[config.mk]
export PLATFORM = sky130hd
export DESIGN_NAME = ram_arbiter
export DESIGN_NICKNAME = d
export VERILOG_FILES = /design/src/rtl/ram_arbiter.sv
export SDC_FILE = /design/constraint.sdc
export NUM_CORES = 1
export LEC_CHECK = 0
export BUFFER_PORTS_ARGS = -buffer_cell sky130_fd_sc_hd__buf_2
export CAP_MARGIN = 20
export CORE_UTILIZATION = 51
export DETAILED_ROUTE_END_ITERATION = 10
export PLACE_DENSITY_LB_ADDON = 0.15
export SLEW_MARGIN = 20
export SYNTH_ARGS = -nofsm -noshare
export SYNTH_HDL_FRONTEND = slang
export SYNTH_SLANG_ARGS = --single-unit
[constraint.sdc]
create_clock -name clk -period 4.3 [get_ports clk]
set_input_delay 0.43 -clock clk [delete_from_list [all_inputs] [get_ports clk]]
set_output_delay 0.43 -clock clk [all_outputs]
set_load 0.005 [all_outputs]
[src/rtl/ram_arbiter.sv]
// Round-robin controller sharing one port of a 32x4 single-port RAM between two requesters.
// Clears the whole array after every reset before serving any request.
module ram_arbiter #(
  parameter int ADDR_W = 5,
  parameter int DATA_W = 4,
  parameter int DEPTH  = 32
) (
  input  logic              clk,
  input  logic              reset,
  input  logic              req0,
  input  logic              req1,
  input  logic              we0,
  input  logic              we1,
  input  logic [ADDR_W-1:0] addr0,
  input  logic [ADDR_W-1:0] addr1,
  input  logic [DATA_W-1:0] din0,
  input  logic [DATA_W-1:0] din1,
  output logic              gnt0,
  output logic              gnt1,
  output logic              rvalid0,
  output logic              rvalid1,
  output logic [DATA_W-1:0] rdata0,
  output logic [DATA_W-1:0] rdata1,
  output logic              busy,
  output logic [ADDR_W-1:0] ram_addr,
  output logic [DATA_W-1:0] ram_din,
  output logic              ram_w,
  input  logic [DATA_W-1:0] ram_dout,
  output logic              dbg_state_o
);

  // Handshake: a port presents req/we/addr/din; the request sampled on an edge is
  // accepted when gnt pulses the following cycle. A port's req is ignored while its
  // gnt is high. Reads return rdata with a one-cycle rvalid one cycle after gnt.

  typedef enum logic {ST_INIT, ST_RUN} state_t;

  localparam logic [ADDR_W-1:0] LAST_ADDR = ADDR_W'(DEPTH - 1);

  state_t              state_q, state_d;
  logic [ADDR_W-1:0]   cnt_q, cnt_d;
  logic                ptr_q, ptr_d;
  logic                busy_q, busy_d;
  logic                gnt0_q, gnt0_d, gnt1_q, gnt1_d;
  logic                rd0_q, rd0_d, rd1_q, rd1_d;
  logic                rvalid0_q, rvalid0_d, rvalid1_q, rvalid1_d;
  logic [DATA_W-1:0]   rdata0_q, rdata0_d, rdata1_q, rdata1_d;
  logic [ADDR_W-1:0]   ram_addr_q, ram_addr_d;
  logic [DATA_W-1:0]   ram_din_q, ram_din_d;
  logic                ram_w_q, ram_w_d;
  logic                el0, el1, win0, win1;

  always_ff @(posedge clk or posedge reset) begin
    if (reset) begin
      state_q    <= ST_INIT;
      cnt_q      <= '0;
      ptr_q      <= 1'b0;
      busy_q     <= 1'b1;
      gnt0_q     <= 1'b0;
      gnt1_q     <= 1'b0;
      rd0_q      <= 1'b0;
      rd1_q      <= 1'b0;
      rvalid0_q  <= 1'b0;
      rvalid1_q  <= 1'b0;
      rdata0_q   <= '0;
      rdata1_q   <= '0;
      ram_addr_q <= '0;
      ram_din_q  <= '0;
      ram_w_q    <= 1'b0;
    end else begin
      state_q    <= state_d;
      cnt_q      <= cnt_d;
      ptr_q      <= ptr_d;
      busy_q     <= busy_d;
      gnt0_q     <= gnt0_d;
      gnt1_q     <= gnt1_d;
      rd0_q      <= rd0_d;
      rd1_q      <= rd1_d;
      rvalid0_q  <= rvalid0_d;
      rvalid1_q  <= rvalid1_d;
      rdata0_q   <= rdata0_d;
      rdata1_q   <= rdata1_d;
      ram_addr_q <= ram_addr_d;
      ram_din_q  <= ram_din_d;
      ram_w_q    <= ram_w_d;
    end
  end

  always_comb begin
    state_d    = state_q;
    cnt_d      = cnt_q;
    ptr_d      = ptr_q;
    busy_d     = busy_q;
    gnt0_d     = 1'b0;
    gnt1_d     = 1'b0;
    rd0_d      = 1'b0;
    rd1_d      = 1'b0;
    ram_addr_d = ram_addr_q;
    ram_din_d  = ram_din_q;
    ram_w_d    = 1'b0;
    win0       = 1'b0;
    win1       = 1'b0;
    el0        = req0 & ~gnt0_q;
    el1        = req1 & ~gnt1_q;
    // rd*_q marks a read's gnt cycle: the RAM is presenting that read's word now.
    rvalid0_d  = rd0_q;
    rvalid1_d  = rd1_q;
    rdata0_d   = rd0_q ? ram_dout : rdata0_q;
    rdata1_d   = rd1_q ? ram_dout : rdata1_q;

    case (state_q)
      ST_INIT: begin
        ram_addr_d = cnt_q;
        ram_din_d  = '0;
        ram_w_d    = 1'b1;
        cnt_d      = cnt_q + 1'b1;
        if (cnt_q == LAST_ADDR) begin
          state_d = ST_RUN;
          busy_d  = 1'b0;
          cnt_d   = '0;
        end
      end
      ST_RUN: begin
        win0 = el0 & (~el1 | ~ptr_q);
        win1 = el1 & (~el0 |  ptr_q);
        if (el0 && el1) ptr_d = ~ptr_q;
        if (win0) begin
          gnt0_d     = 1'b1;
          rd0_d      = ~we0;
          ram_addr_d = addr0;
          ram_din_d  = din0;
          ram_w_d    = we0;
        end else if (win1) begin
          gnt1_d     = 1'b1;
          rd1_d      = ~we1;
          ram_addr_d = addr1;
          ram_din_d  = din1;
          ram_w_d    = we1;
        end
      end
      default: state_d = ST_INIT;
    endcase
  end

  assign gnt0        = gnt0_q;
  assign gnt1        = gnt1_q;
  assign rvalid0     = rvalid0_q;
  assign rvalid1     = rvalid1_q;
  assign rdata0      = rdata0_q;
  assign rdata1      = rdata1_q;
  assign busy        = busy_q;
  assign ram_addr    = ram_addr_q;
  assign ram_din     = ram_din_q;
  assign ram_w       = ram_w_q;
  assign dbg_state_o = state_q;

endmodule

==> impl_metrics.yaml, run 1 <==
cts:
  clock_sinks: 32
  insertion_delay_ns: 0.33
  numCtsBuffers: 5
  cts_tree: "yes"
  hold_buffers: 0
  cts_setup_buffers: 0
  cts.path.max_buffers: 2
  clkSlewWorstSetupHoldPaths_ns: 0.10
  htreeDepth: 2
  cts_resized: 0
  cts_root_buf: "clkbuf_4"
place:
  place.gp.congestion: 0.803
  io_buffers: 51
  dpl_worst_slack_ns: 2.51
  hpwl_um: 2170
  dpl-instance-area_um2: 1660
finish:
  nets: 191
  finalCoreUtilization: 0.684
  antenna_cells: 0
  final_layout_size_suffix_gt1_frac: 0.453
  ff_latch_area_um2: 802
  areaGrowthSynthToFinish_pct: 23.6
  multiInputGateArea_um2: 538
  design_area_um2: 1720
  fillers: 206
sta:
  grt_setup_unrepaired: "false"
  skew_ns: 0.00913
  setup_viol: 0
  setup_tns_ns: 0
  min_period_ns: 1.84
  hold_viol_final: 0
  finalCritPeriodShare: 0.428
  fin_ws_ns: 2.46
  holdWs_ns: 0.156
  drv_slew: 0
  slew_headroom: 0.509
  max_freq_mhz: 543
  tightest_slew_ns: 0.737
die:
  core_area_um2: 2520
  dieArea_um2: 2950
  start_util: 0.553
  pin_count: 52
  row_count: 18
  die_y_um: 54.3
  die_w_um: 54.3
worst_setup_path:
  startpoint_type: "flop"
  required_ns: 4.52
  arrival_ns: 2.06
  worstSetupEndpointType: "flop"
  path_max_fanout: 20
  regToRegStartpoint: "dbg_state_o"
  path_class: "flop to flop"
  r2r_cells: 3
  r2r_slack_ns: 2.46
  worstReg2RegEnd: "ram_addr[3]"
grt:
  grt_first_pass_wirelength_um: 4490
  grt_pass1_vias: 970
  grt_overflow: 0
  grt_start_max_net_pins: 33
  antenna_found_initial: 0
  grtUsageTotal: 0.226
logic_synthesis:
  synthArstFlopShare: 1.00
  syn_avg_cell_area_um2: 13.3
  synthCells: 105
  synth-main-ff-cell: "dfrtp_1"
  synth_fp_nets: 135
  ys_types: 34
  synth-edff-count: 0
  yosys_warnings: 0
  ys_ff_latch: 32
  syn_area_um2: 1400
  ys_seq_area_frac: 0.575
detailed_routing:
  dr.pass1.iters: 4
  ant_nets: 0
  vias_per_cell: 5.65
  drt-initial-drc-count: 22
  avgRoutedWirePerCell_um: 15.3
  num_vias: 1079
  routed_wl_um: 2930
  drc_errors: 0
pwr:
  p_per_area_nw_per_um2: 470
  ir_drop_mv: 0.346
  power.leakage_nw: 0.849
run_status:
  outcome: "finished, final reports clean"
flow_run:
  drv_cap: 0
min_path:
  min_path_type: "input pin to asynchronous set/reset pin"
==> critical path, stage by stage (launching register included) <==
cell and delay (ns):
dfrtp_1 0.83, nand3b_1 0.38, o32a_1 0.40, o221a_1 0.12
==> state kept, by name (all words and copies together) (netlist names) <==
| signal | flops |
|---|---|
| gnt1 | 1 |
| dbg_state_o | 1 |
| cnt_q | 5 |
| rdata0 | 4 |
| ptr_q | 1 |
| busy | 1 |
| rd1_q | 1 |
| ram_w | 1 |
| rvalid0 | 1 |
| gnt0 | 1 |
| rvalid1 | 1 |
| ram_addr | 5 |
| rd0_q | 1 |
| ram_din | 4 |
| rdata1 | 4 |
==> stage by stage <==
stage | std cells | power [W]
floorplan | 105 | 0.000529
global placement | 184 | 0.000618
detailed placement | 184 | 0.000628
CTS | 191 | 0.000818
global route | 191 | 0.000860
finish | 191 | 0.000810
==> Yosys cell counts (4+ instances only) <==
cell	instances	area share
a21oi_1	4	0.014
dfrtp_1	31	0.56
mux2_2	8	0.065
mux2i_1	5	0.036
nand2_1	4	0.011
nor2_1	4	0.011
o21ai_1	4	0.014
o221a_1	4	0.032
o31ai_1	5	0.027
o32a_1	4	0.029
==> per-layer routing <==
layer  track usage  vias up  routed length (um)
met3        0.0583        7                 152
met1         0.273      526                1250
li1              -      510                   -
met4         0.132        0                  64
met5             0        -                   0
met2         0.362       36                1460
==> final cells by class <==
cell class | count | area share
sequential | 32 | 0.465
tap | 30 | 0.0218
timing repair buffer | 52 | 0.152
clock buffer | 7 | 0.0377
multi-input combinational | 67 | 0.312
inverter | 3 | 0.0109
==> cell usage in the layout, fill, tap and decap left out, types with 2 or more instances in the layout <==
cell type  netlist  layout
o31ai_1          5       5
o21ai_1          4       4
nor2_1           4       4
o221a_1          4       4
o32a_1           4       4
mux2_1           2       2
buf_2            1      51
nor4_1           2       2
a31oi_1          2       2
nand3_1          2       2
clkbuf_4         0       5
nand2_1          4       4
ha_1             2       2
mux2i_1          5       5
inv_1            2       2
dfrtp_1         31      31
a21oi_1          4       4
clkbuf_8         0       2
nand3b_1         2       2
mux2_2           8       8
nor3_1           2       2
==> power by group <==
part	switching, W	internal (W)
clock	0.0000981	0.0000926
sequential	0.0000443	0.000369
combinational	0.0000912	0.000115
total	0.000234	0.000577
==> cell families after synthesis <==
family,synth area share
flops,0.575
simple gates,0.108
fa+ha+maj,0.0179
buf+inv,0.0395
compound gates,0.137
mux,0.117
xor+xnor,0.00628
==> worst max path at each step <==
stage	start	end	depth (start not counted)
after CTS	dbg_state_o	dbg_state_o	1
after global routing	dbg_state_o	ram_addr[2]	3
final	dbg_state_o	ram_addr[3]	3
after detailed placement	dbg_state_o	ram_addr[3]	3
after floorplan	cnt_q[0]	cnt_q[3]	5
after global placement	dbg_state_o	ram_addr[1]	3
(Power assumes the default switching activity.)
==> inputs of run 2 (changes only) <==
ABC_AREA = 1   (was default)
CORE_UTILIZATION = 49   (was 51)
clock period = 1.9 ns   (was 4.3 ns; I/O delays follow)
==> impl_metrics.yaml, run 2 <==
sta:
  grt_setup_unrepaired: "false"
  setup_tns_ns: 0
  hold_viol_final: 18
  tightest_slew_ns: 0.729
  drv_slew: 0
  min_period_ns: 1.39
  slew_headroom: 0.514
  skew_ns: 0.00546
  setup_viol: 0
  finalCritPeriodShare: 0.734
  max_freq_mhz: 717
  holdWs_ns: -0.0151
logic_synthesis:
  synth_area_leaders: "dfrtp_1, nand2_1, mux2_2"
  synthArstFlopShare: 1.00
  syn_area_um2: 1520
  yosys_warnings: 0
  synth-main-ff-cell: "dfrtp_1"
  synth-edff-count: 0
  ys_seq_area_frac: 0.526
  synthCells: 159
  synth_top_area_frac: 0.509
  ys_types: 23
  ys_ff_latch: 32
  yosys.cell_count.top_type: "nand2_1"
  synth_fp_nets: 189
  synth_commonest_cells: "nand2_1, dfrtp_1, nor2_1"
  syn_avg_cell_area_um2: 9.58
  yosys.area.top_type: "dfrtp_1"
place:
  io_buffers: 51
  hpwl_um: 2280
  dp.cells: 239
  dpl-instance-area_um2: 1790
  place.gp.congestion: 0.891
die:
  start_util: 0.534
  pin_count: 52
  core_area_um2: 2850
  die_w_um: 57.8
  row_count: 19
  die_y_um: 57.8
  dieArea_um2: 3340
cts:
  numCtsBuffers: 5
  cts_tree: "yes"
  cts_setup_buffers: 0
  clkSlewWorstSetupHoldPaths_ns: 0.09
  insertion_delay_ns: 0.31
  clock_sinks: 32
  cts_root_buf: "clkbuf_4"
  hold_buffers: 0
  cts.path.max_buffers: 2
  htreeDepth: 2
  cts_resized: 0
grt:
  grt_first_pass_wirelength_um: 5200
  grt_pass1_vias: 1224
  met1_usage: 0.262
  grtUsageTotal: 0.207
  met3_usage: 0.0558
  antenna_found_initial: 0
  grt_overflow: 0
  grt.met2_usage: 0.337
  busiest_layer: "met2"
  grt_start_max_net_pins: 22
worst_setup_path:
  r2r_slack_ns: 0.51
  startpoint_type: "flop"
  r2r_cells: 7
  required_ns: 2.16
  regToRegStartpoint: "gnt1"
  path_max_fanout: 15
  path_class: "flop to flop"
  worstReg2RegEnd: "ram_din[2]"
  worstSetupEndpointType: "flop"
  arrival_ns: 1.65
detailed_routing:
  drc_errors: 6
  num_vias: 1256
  avgRoutedWirePerCell_um: 12.0
  dr.pass1.iters: 7
  drt-initial-drc-count: 74
  ant_nets: 0
  routed_wl_um: 2970
  vias_per_cell: 5.09
pwr:
  ir_drop_mv: 0.695
  p_per_area_nw_per_um2: 1010
  power.leakage_nw: 0.998
finish:
  fin_cells: 247
  nets: 245
  design_area_um2: 1850
  areaGrowthSynthToFinish_pct: 21.2
  fillers: 244
  final_common_cell: "buf_2"
  finalCoreUtilization: 0.647
  antenna_cells: 0
  final_cell_mix: "buf_2, nand2_1, dfrtp_1, nor2_1, nand3_1"
  final_layout_size_suffix_gt1_frac: 0.384
flow_run:
  drv_cap: 0
run_status:
  violations: "DRC, hold timing"
  outcome: "finished, violations left"
min_path:
  min_path_type: "input pin to asynchronous set/reset pin"
==> run 2: cell count changes after synthesis, moves of 4 or more <==
| cell | before | now |
|---|---|---|
| inv_1 | 2 | 9 |
| mux2i_1 | 5 | 0 |
| nand2_1 | 4 | 48 |
| nand3_1 | 2 | 10 |
| nand4_1 | 0 | 5 |
| nor2_1 | 4 | 19 |
| o21ai_1 | 4 | 0 |
| o221a_1 | 4 | 0 |
| o31ai_1 | 5 | 0 |
| o32a_1 | 4 | 0 |
==> run 2: cell families (layout without fill, tap and decap cells) <==
family / Yosys count / in the layout / share of synthesized area
fa+ha+maj: 2 / 2 / 0.0164
compound gates: 3 / 3 / 0.00985
simple gates: 98 / 98 / 0.323
flops: 32 / 32 / 0.526
mux: 8 / 8 / 0.0591
buf+inv: 15 / 72 / 0.0591
xor+xnor: 1 / 1 / 0.00575
==> run 2: where the power goes <==
part / switching, W / internal (W) / total (W)
clock: 0.000202 / 0.000182 / 0.000385
sequential: 0.0000928 / 0.000844 / 0.000937
combinational: 0.000280 / 0.000267 / 0.000547
total: 0.000575 / 0.00129 / 0.00187
==> run 2: worst max path at each step <==
stage	startpoint	to	slack [ns]
after floorplan	cnt_q[0]	cnt_q[2]	0.66
after global placement	gnt1	ram_din[2]	0.55
after detailed placement	gnt1	ram_din[2]	0.53
after CTS	gnt1	ram_din[0]	0.50
after global routing	gnt1	ram_din[0]	0.37
final	gnt1	ram_din[2]	0.51
==> run 2: area by class of cell <==
type                    instances  area, um2  area share
clock buffers                   8       58.8      0.0318
multi-input cells             112        632       0.342
flip-flops and latches         32        802       0.434
well taps                      31       38.8      0.0210
inverters                      10       37.5      0.0203
repair buffers                 54        278       0.150
==> run 2: stage by stage <==
stage	worst slack [ns]	power (W)
finish	0.505	0.00187
global route	0.371	0.00200
CTS	0.497	0.00189
detailed placement	0.527	0.00151
global placement	0.554	0.00148
floorplan	0.663	0.00128
==> run 2: layer usage <==
layer | routed length, um | up-vias | part of all wire
li1 | - | 623 | -
met1 | 1350 | 584 | 0.45
met2 | 1390 | 45 | 0.47
met3 | 195 | 4 | 0.066
met4 | 36 | 0 | 0.012
met5 | 0 | - | 0
==> run 2: critical path, stage by stage, from the launching register on <==
cell	delay, ns
dfrtp_1	0.40
inv_1	0.11
nand3_4	0.13
nand2_4	0.20
nand3_4	0.20
inv_1	0.17
nand2_1	0.06
nand2_1	0.07
==> inputs of run 3 (changes only) <==
ABC_AREA = 0   (was 1)
CORE_UTILIZATION = 43   (was 49)
clock period = 1.1 ns   (was 1.9 ns; I/O delays follow)
==> impl_metrics.yaml, run 3 (synthesized netlist as in run 1, its figures left out) <==
sta:
  fin_ws_ns: -0.370
  finalCritPeriodShare: 1.34
  slew_headroom: 0.810
  skew_ns: 0.0107
  min_period_ns: 1.47
  max_freq_mhz: 680
  grt_setup_unrepaired: "true"
  tightest_slew_ns: 0.282
  hold_viol_final: 0
  setup_viol: 24
  drv_slew: 0
worst_setup_path:
  regToRegStartpoint: "cnt_q[1]"
  path_class: "flop to flop"
  arrival_ns: 1.71
  r2r_cells: 5
  cp_slowest_cell: "dfrtp_1"
  cpPeakStageDelay_ns: 0.40
  path_max_fanout: 3
  worstReg2RegEnd: "cnt_q[3]"
  worstSetupEndpointType: "flop"
  crit_chain: "ha_2 > and3_4 > ha_4 > or2_4 > o31ai_2"
  required_ns: 1.34
  r2r_slack_ns: -0.37
  startpoint_type: "flop"
detailed_routing:
  dr.pass1.iters: 4
  num_vias: 1259
  avgRoutedWirePerCell_um: 15.9
  drc_errors: 0
  vias_per_cell: 5.27
  drt-initial-drc-count: 46
  routed_wl_um: 3810
  ant_nets: 0
finish:
  nets: 224
  fillers: 207
  finalCoreUtilization: 0.740
  final_common_cell: "buf_2"
  ff_latch_area_um2: 806
  multiInputGateArea_um2: 716
  final_cell_mix: "buf_2, dfrtp_1, buf_4, buf_6, mux2_2"
  antenna_cells: 0
  fin_cells: 239
  design_area_um2: 2280
  final_layout_size_suffix_gt1_frac: 0.703
  areaGrowthSynthToFinish_pct: 63.3
cts:
  cts.path.max_buffers: 2
  clkSlewWorstSetupHoldPaths_ns: 0.11
  htreeDepth: 2
  numCtsBuffers: 5
  insertion_delay_ns: 0.33
  cts_tree: "yes"
  clock_sinks: 32
  cts_root_buf: "clkbuf_4"
die:
  die_w_um: 59.0
  die_y_um: 59.0
  pin_count: 52
  dieArea_um2: 3480
  row_count: 20
  start_util: 0.453
  core_area_um2: 3080
run_status:
  violations: "setup timing"
  outcome: "finished, violations left"
place:
  hpwl_um: 2380
  dpl-instance-area_um2: 1860
  dp.cells: 218
  place.gp.congestion: 0.815
  io_buffers: 51
grt:
  grt_pass1_vias: 1263
  grtUsageTotal: 0.228
  antenna_found_initial: 0
  grt_first_pass_wirelength_um: 5770
  grt_start_max_net_pins: 33
  grt_overflow: 0
pwr:
  ir_drop_mv: 0.860
  power.leakage_nw: 1.07
  p_per_area_nw_per_um2: 1620
min_path:
  min_path_type: "input pin to flop"
  worstHoldStart: "ram_dout[1]"
  holdPathStages: 2
  hold_end: "rdata1[1]"
flow_run:
  drv_cap: 0
## run 3: cell types whose count changed in the layout (fill, tap and decap cells not counted), sizes merged, moves of 4 or more
cell / previous run / this run
o21ai: 0 / 4
o221a: 0 / 4
o31ai: 0 / 5
nor2: 24 / 4
inv: 10 / 3
mux2i: 0 / 5
buf: 54 / 82
nand4: 5 / 0
nand3: 15 / 2
nand2: 50 / 4
o32a: 0 / 4
## run 3: routing by layer
layer  wire (um)  part of all wire  vias up  global-route usage
li1            -                 -      575                   -
met1        1550              0.41      621               0.275
met2        1950              0.51       48               0.380
met3         180             0.047       15              0.0505
met4         129             0.034        0               0.119
met5           0                 0        -                   0
## run 3: cell type report
class / instances / area share
Sequential cell: 32 / 0.354
Multi-Input combinational cell: 67 / 0.314
Timing Repair Buffer: 85 / 0.265
Tap cell: 44 / 0.0242
Clock inverter: 3 / 0.0187
Clock buffer: 5 / 0.0165
Inverter: 3 / 0.00824
## run 3: worst max-delay path by stage
stage / endpoint / depth (start not counted) / startpoint
after global routing: cnt_q[3] / 5 / cnt_q[1]
after CTS: cnt_q[3] / 5 / cnt_q[1]
after global placement: cnt_q[3] / 5 / cnt_q[1]
after floorplan: cnt_q[3] / 5 / cnt_q[0]
final: cnt_q[3] / 5 / cnt_q[1]
after detailed placement: cnt_q[3] / 5 / cnt_q[0]
## run 3: where the power goes
group | internal (W) | switching (W) | leakage (nW)
Combinational | 0.000683 | 0.000505 | 0.647
Sequential | 0.00145 | 0.000177 | 0.384
Clock | 0.000474 | 0.000415 | 0.0412
Total | 0.00260 | 0.00110 | 1.07
## run 3: repair_timing
action / 4_1_cts / 5_1_grt
resized for setup: 33 / 20
endpoints found under the setup margin: 25 / 26
hold endpoints to repair: 33 / 0
setup buffers: 5 / 7
hold buffers: 3 / 0
pin swaps: 7 / 7
## run 3: critical path, delay by kind of cell (launching register included)
family | cells | cell delay (ns)
adders and majority gates | 2 | 0.35
AOI/OAI and AO/OA | 1 | 0.22
DFF | 1 | 0.40
and+or+nand+nor | 2 | 0.42
## run 3: per-stage QoR
stage | worst slack [ns] | hold slack (ns) | TNS, ns | total power (W)
6_report | -0.370 | 0.0221 | -3.97 | 0.00370
5_1_grt | -0.425 | 0.0176 | -5.36 | 0.00391
4_1_cts | -0.310 | 0.0202 | -3.72 | 0.00359
3_5_place_dp | -0.304 | 0.159 | -3.47 | 0.00258
3_3_place_gp | -0.258 | 0.157 | -2.97 | 0.00254
2_1_floorplan | -0.303 | 0.176 | -1.88 | 0.00207
